File: src/rtl/serial_adder.sv
`default_nettype none
// ============================================================================
//  Module   : serial_adder
//  Purpose  : Bit-serial ripple adder. One full-adder cell is reused for
//             WIDTH cycles, with the carry kept in a flop between cycles.
//             Operands are loaded in parallel and shifted through LSB-first.
//             The result is collected MSB-inserted in a shift register.
//  Revision : 1.0  initial release
// ----------------------------------------------------------------------------
//  Ports
//    clk    in   1      rising-edge clock
//    rst_n  in   1      asynchronous active-low reset
//    start  in   1      load request, honoured only while busy = 0
//    a      in   WIDTH  operand A, sampled on the accepting edge
//    b      in   WIDTH  operand B, sampled on the accepting edge
//    cin    in   1      carry-in, sampled on the accepting edge
//    busy   out  1      addition in progress
//    done   out  1      one-cycle pulse, a new sum/cout is valid
//    sum    out  WIDTH  result of the last completed addition
//    cout   out  1      carry-out of the last completed addition
// ============================================================================
module serial_adder #(
    parameter int WIDTH = 8
) (
    input  logic             clk,
    input  logic             rst_n,
    input  logic             start,
    input  logic [WIDTH-1:0] a,
    input  logic [WIDTH-1:0] b,
    input  logic             cin,
    output logic             busy,
    output logic             done,
    output logic [WIDTH-1:0] sum,
    output logic             cout
);

    localparam int                CNT_W    = (WIDTH > 1) ? $clog2(WIDTH) : 1;
    localparam logic [CNT_W-1:0]  LAST_BIT = CNT_W'(WIDTH - 1);

    typedef enum logic [1:0] {
        IDLE  = 2'd0,
        SHIFT = 2'd1,
        DONE  = 2'd2
    } state_t;

    state_t           state_q, state_d;
    logic [WIDTH-1:0] a_sr_q,  a_sr_d;
    logic [WIDTH-1:0] b_sr_q,  b_sr_d;
    logic [WIDTH-1:0] res_q,   res_d;
    logic             carry_q, carry_d;
    logic [CNT_W-1:0] cnt_q,   cnt_d;
    logic [WIDTH-1:0] sum_q,   sum_d;
    logic             cout_q,  cout_d;
    logic             busy_q,  busy_d;
    logic             done_q,  done_d;

    // Full-adder cell operating on the current LSBs and the held carry.
    logic             bit_s;
    logic             carry_nxt;
    logic [WIDTH-1:0] res_shift;
    logic             load;

    assign bit_s     = a_sr_q[0] ^ b_sr_q[0] ^ carry_q;
    assign carry_nxt = (a_sr_q[0] & b_sr_q[0]) |
                       (a_sr_q[0] & carry_q)   |
                       (b_sr_q[0] & carry_q);
    // After WIDTH insertions at the MSB the first bit has reached bit 0.
    assign res_shift = {bit_s, res_q[WIDTH-1:1]};
    // DONE accepts a new request just like IDLE, enabling back-to-back use.
    assign load      = start && ((state_q == IDLE) || (state_q == DONE));

    // ------------------------------------------------------------------
    // Next-state and datapath logic
    // ------------------------------------------------------------------
    always_comb begin
        state_d = state_q;
        a_sr_d  = a_sr_q;
        b_sr_d  = b_sr_q;
        res_d   = res_q;
        carry_d = carry_q;
        cnt_d   = cnt_q;
        sum_d   = sum_q;
        cout_d  = cout_q;
        busy_d  = busy_q;
        done_d  = 1'b0;

        case (state_q)
            IDLE: begin
                state_d = IDLE;
            end
            SHIFT: begin
                a_sr_d  = a_sr_q >> 1;
                b_sr_d  = b_sr_q >> 1;
                res_d   = res_shift;
                carry_d = carry_nxt;
                cnt_d   = cnt_q + CNT_W'(1);
                if (cnt_q == LAST_BIT) begin
                    sum_d   = res_shift;
                    cout_d  = carry_nxt;
                    done_d  = 1'b1;
                    busy_d  = 1'b0;
                    state_d = DONE;
                end
            end
            DONE: begin
                state_d = IDLE;
            end
            default: begin
                state_d = IDLE;
                busy_d  = 1'b0;
            end
        endcase

        // Operand load overrides the per-state defaults above.
        if (load) begin
            a_sr_d  = a;
            b_sr_d  = b;
            res_d   = '0;
            carry_d = cin;
            cnt_d   = '0;
            busy_d  = 1'b1;
            done_d  = 1'b0;
            state_d = SHIFT;
        end
    end

    // ------------------------------------------------------------------
    // State registers
    // ------------------------------------------------------------------
    always_ff @(posedge clk or negedge rst_n) begin
        if (!rst_n) begin
            state_q <= IDLE;
            a_sr_q  <= '0;
            b_sr_q  <= '0;
            res_q   <= '0;
            carry_q <= 1'b0;
            cnt_q   <= '0;
            sum_q   <= '0;
            cout_q  <= 1'b0;
            busy_q  <= 1'b0;
            done_q  <= 1'b0;
        end else begin
            state_q <= state_d;
            a_sr_q  <= a_sr_d;
            b_sr_q  <= b_sr_d;
            res_q   <= res_d;
            carry_q <= carry_d;
            cnt_q   <= cnt_d;
            sum_q   <= sum_d;
            cout_q  <= cout_d;
            busy_q  <= busy_d;
            done_q  <= done_d;
        end
    end

    assign busy = busy_q;
    assign done = done_q;
    assign sum  = sum_q;
    assign cout = cout_q;

endmodule
`default_nettype wire

File: config.mk
export PLATFORM = sky130hd
export DESIGN_NAME = serial_adder
export DESIGN_NICKNAME = d
export VERILOG_FILES = /design/src/rtl/serial_adder.sv
export SDC_FILE = /design/constraint.sdc
export NUM_CORES = 1
export LEC_CHECK = 0
export BUFFER_PORTS_ARGS = -buffer_cell sky130_fd_sc_hd__buf_2
export CAP_MARGIN = 0
export CELL_PAD_IN_SITES_DETAIL_PLACEMENT = 1
export CELL_PAD_IN_SITES_GLOBAL_PLACEMENT = 1
export CORE_ASPECT_RATIO = 1.25
export CORE_MARGIN = 2
export CORE_UTILIZATION = 47
export CTS_CLUSTER_SIZE = 14
export DETAILED_ROUTE_END_ITERATION = 7
export GPL_TIMING_DRIVEN = 1
export MAX_ROUTING_LAYER = met4
export PLACE_DENSITY = 0.8
export SKIP_CTS_REPAIR_TIMING = 1
export SYNTH_ARGS = -nofsm -noshare
export SYNTH_HDL_FRONTEND = slang
export SYNTH_SLANG_ARGS = --single-unit
File: constraint.sdc
create_clock -name clk -period 2.8 [get_ports clk]
set_input_delay 0.14 -clock clk [delete_from_list [all_inputs] [get_ports clk]]
set_output_delay 0.14 -clock clk [all_outputs]
set_load 0.02 [all_outputs]
==> out/summary.md <==
The run finished, with violations left. The checks that failed: hold timing. Yosys printed 0 warnings. At the worst endpoint, the required time is 2.98 ns. The repair_antennas step left the layout with diodes totalling 0. The area overhead of the layout relative to synthesis was 13.7%; the mean number of vias per cell was 5.43. Among all cell types in the netlist, the one instantiated most often is sky130_fd_sc_hd__dfrtp_1.

Once layout is done, the placed cells without fillers occupy 0.00212 mm². Clock tree synthesis selected as its root buffer the cell sky130_fd_sc_hd__clkbuf_8. The tools report the data arrival time of the worst path as 2.05 ns.

The logs give 0.415 for the max-slew headroom at the worst pin and 0 ns for the total negative slack for setup checks. The pin count of the biggest net entering global routing is 41. Routed signal wires occupy layers up through met4. Summed over all layers, the global routing overflow is 0. The cell area that synthesis handed to floorplanning was 0.00186 mm².

The via count of the first global-routing pass was 1389; the floorplan die height was 74.4 µm. The logs give 25 for the number of placement rows and 0.000403 V for the maximum resistive drop on vdd. The H-tree was split into 2 levels. The share of flip-flops with an asynchronous set or reset after synthesis was 1.00.

The path class of the tightest hold or removal check is input pin to asynchronous set/reset pin. The final count of pins violating max slew was 0. The worst setup path is launched from a register. For the net count after synthesis, the log shows 176. Timing would allow up to 0.535 GHz. Sequential share of the synthesized area: 0.538. The fraction of post-synthesis cell area in the top cell type by area was 0.538; the number of routed nets with antenna violations was 0. Layout cell share with drive strength beyond 1: 0.293. The starting density of the core came out at 0.492.

The tools report the post-route DRC violation count as 0. After detailed routing, the average wire length per cell comes to 15.6 µm. The worst-margin pin slew came out at 0.878 ns.

The run gives 5 as the number of buffers created by CTS. The register bit total from synthesis was 40; the count of mapped cells out of synthesis was 153. The tools report the maximum buffer depth of the clock tree as 2. Kind of critical path: register to register. The clock drives 40 sinks. For this design the static power due to leakage is 0.995 nW.

The tools report the number of antenna violations at the first check in global routing as 0. Pin placement for this block handled 31 I/O pins. After detailed routing, the met2 layer carries 1.94 mm of wire. Among all flip-flop cells after synthesis, the most frequent one is sky130_fd_sc_hd__dfrtp_1. The total vias in the final route was 1277. The post-DP HPWL was 2.61 mm. The total length of routed wires is 3.67 mm, and the power per standard cell area is 1110 mW/mm². Detailed-routing iteration count for the pre-antenna-repair pass: 4. Routed length on met1: 1.55 mm. The logs give 0.728 for the final weighted congestion in routability-driven placement and 203 for the net total in the final layout. The largest total area in the synthesized netlist belongs to sky130_fd_sc_hd__dfrtp_1. Sorting the synthesized cells by area gives the leading types as sky130_fd_sc_hd__dfrtp_1, sky130_fd_sc_hd__mux2i_1, sky130_fd_sc_hd__mux2_4. Setup repair after global routing left no endpoint under its margin.

The smallest clock period supported by the final layout is computed as 1.87 ns. Critical path capture point type: a register. The core area came out at 0.00378 mm². The clock transition at the register clock pins on the worst setup and hold paths after CTS is 0.08 ns, and the worst hold slack is -0.0453 ns. Input and output buffers added on the ports amount to 30. The commonest cells after synthesis are sky130_fd_sc_hd__dfrtp_1, sky130_fd_sc_hd__a21oi_1, sky130_fd_sc_hd__mux2i_1. The netlist uses 24 different library cells. The first routing iteration left 75 violations.

The met3 wire length is 138 µm, and the count of endpoints failing setup in the final report is 0. Once placement finished, the instance area stood at 0.00202 mm². The total global routing track utilization was 0.198. The clock arrives with 0.00673 ns of skew.

At the later pin of the worst-skew pair, clock insertion delay measures 0.30 ns. The number of enable-type register cells in the synthesized netlist works out to 0. The first global-routing pass estimated 6.42 mm of wire. The number of hold violations in the final report is 40, and the share of the cycle needed by the critical path after routing is 0.668. The tools report the die area as 0.00448 mm². TritonCTS built the clock tree. The average instance in the mapped netlist occupies 12.2 µm².

The maximum fanout along the worst path came out at 22. In this run the horizontal extent of the chip is 60.3 µm. Across the run, the number of max-cap violations was 0.
## critical path: stages (launching register included)
cell and delay, ns:
sky130_fd_sc_hd__dfrtp_1 0.77, sky130_fd_sc_hd__and2b_1 0.36, sky130_fd_sc_hd__nand2_2 0.26, sky130_fd_sc_hd__mux2_4 0.36
## registers in the layout, indices dropped and copies added, names as in the netlist
name / count
carry_q: 1
sum: 8
cout: 1
a_sr_q: 8
res_q: 7
state_q: 2
done: 1
busy: 1
b_sr_q: 8
cnt_q: 3
## area by class of cell
| cell class | instances | area, µm² |
|---|---|---|
| fill | 412 | 1670 |
| inverter | 5 | 18.8 |
| tap | 54 | 67.6 |
| clock buffer | 6 | 82.6 |
| sequential | 40 | 1000 |
| clock inverter | 2 | 10.0 |
| multi-input combinational | 96 | 772 |
| timing repair buffer | 32 | 165 |
## final timing paths
| check | from | to | slack, ns | cells after the start |
|---|---|---|---|---|
| max in group asynchronous | rst_n | a_sr_q[6]$_DFFE_PN0P_ | 2.29 | 1 |
| worst min-delay path | rst_n | done$_DFF_PN0_ | -0.05 | 1 |
| worst min register to register | busy$_DFFE_PN0P_ | busy$_DFFE_PN0P_ | 0.49 | 2 |
| worst max-delay path | state_q[0]$_DFFE_PN0P_ | sum[2]$_DFFE_PN0P_ | 0.93 | 3 |
| min in group clk | a[6] | a_sr_q[6]$_DFFE_PN0P_ | 0.13 | 3 |
| worst max register to register | state_q[0]$_DFFE_PN0P_ | sum[2]$_DFFE_PN0P_ | 0.93 | 3 |
## cells in the final DEF (no fill, tap or decap)
master and n:
sky130_fd_sc_hd__nand2b_1 2, sky130_fd_sc_hd__o21ai_0 5, sky130_fd_sc_hd__and2b_1 1, sky130_fd_sc_hd__buf_4 2, sky130_fd_sc_hd__fa_1 1, sky130_fd_sc_hd__buf_2 30, sky130_fd_sc_hd__mux2_2 4, sky130_fd_sc_hd__mux2_4 8
sky130_fd_sc_hd__inv_1 5, sky130_fd_sc_hd__nand2_2 1, sky130_fd_sc_hd__o22ai_1 3, sky130_fd_sc_hd__nand3_1 3, sky130_fd_sc_hd__a211oi_1 12, sky130_fd_sc_hd__ha_1 2, sky130_fd_sc_hd__nand2_1 2, sky130_fd_sc_hd__dfrtp_1 40
sky130_fd_sc_hd__clkinv_2 2, sky130_fd_sc_hd__nor2_1 1, sky130_fd_sc_hd__clkbuf_8 6, sky130_fd_sc_hd__and2_1 1, sky130_fd_sc_hd__nor2b_1 12, sky130_fd_sc_hd__a22o_1 9, sky130_fd_sc_hd__a21oi_1 15, sky130_fd_sc_hd__mux2i_1 14
## kinds of logic after synthesis
| family | share of synthesized area |
|---|---|
| compound gates | 0.155 |
| buf+inv | 0.0477 |
| flops | 0.538 |
| fa+ha+maj | 0.0242 |
| simple gates | 0.0719 |
| mux | 0.164 |
## metrics by stage
stage                     power (W)  setup WS [ns]  utilization  instances
after floorplan             0.00173           1.38            -        153
after CTS                   0.00238          0.943        0.559        235
after global placement      0.00190           1.05        0.535        227
final                       0.00235          0.931        0.559        235
after detailed placement    0.00197          0.953        0.535        227
after global routing        0.00253          0.804        0.559        235
## power by group
part	switching, W	internal (W)	total, W	leakage [nW]
Clock	0.000202	0.000197	0.000399	0.0510
Sequential	0.000219	0.000838	0.00106	0.489
Combinational	0.000431	0.000459	0.000890	0.455
## layer usage
layer / vias up / global-route usage
met1: 647 / 0.228
met2: 27 / 0.331
li1: 598 / -
met3: 5 / 0.0487
met5: - / -
met4: 0 / 0.0691
No activity file was read; power rests on OpenSTA's default activity.
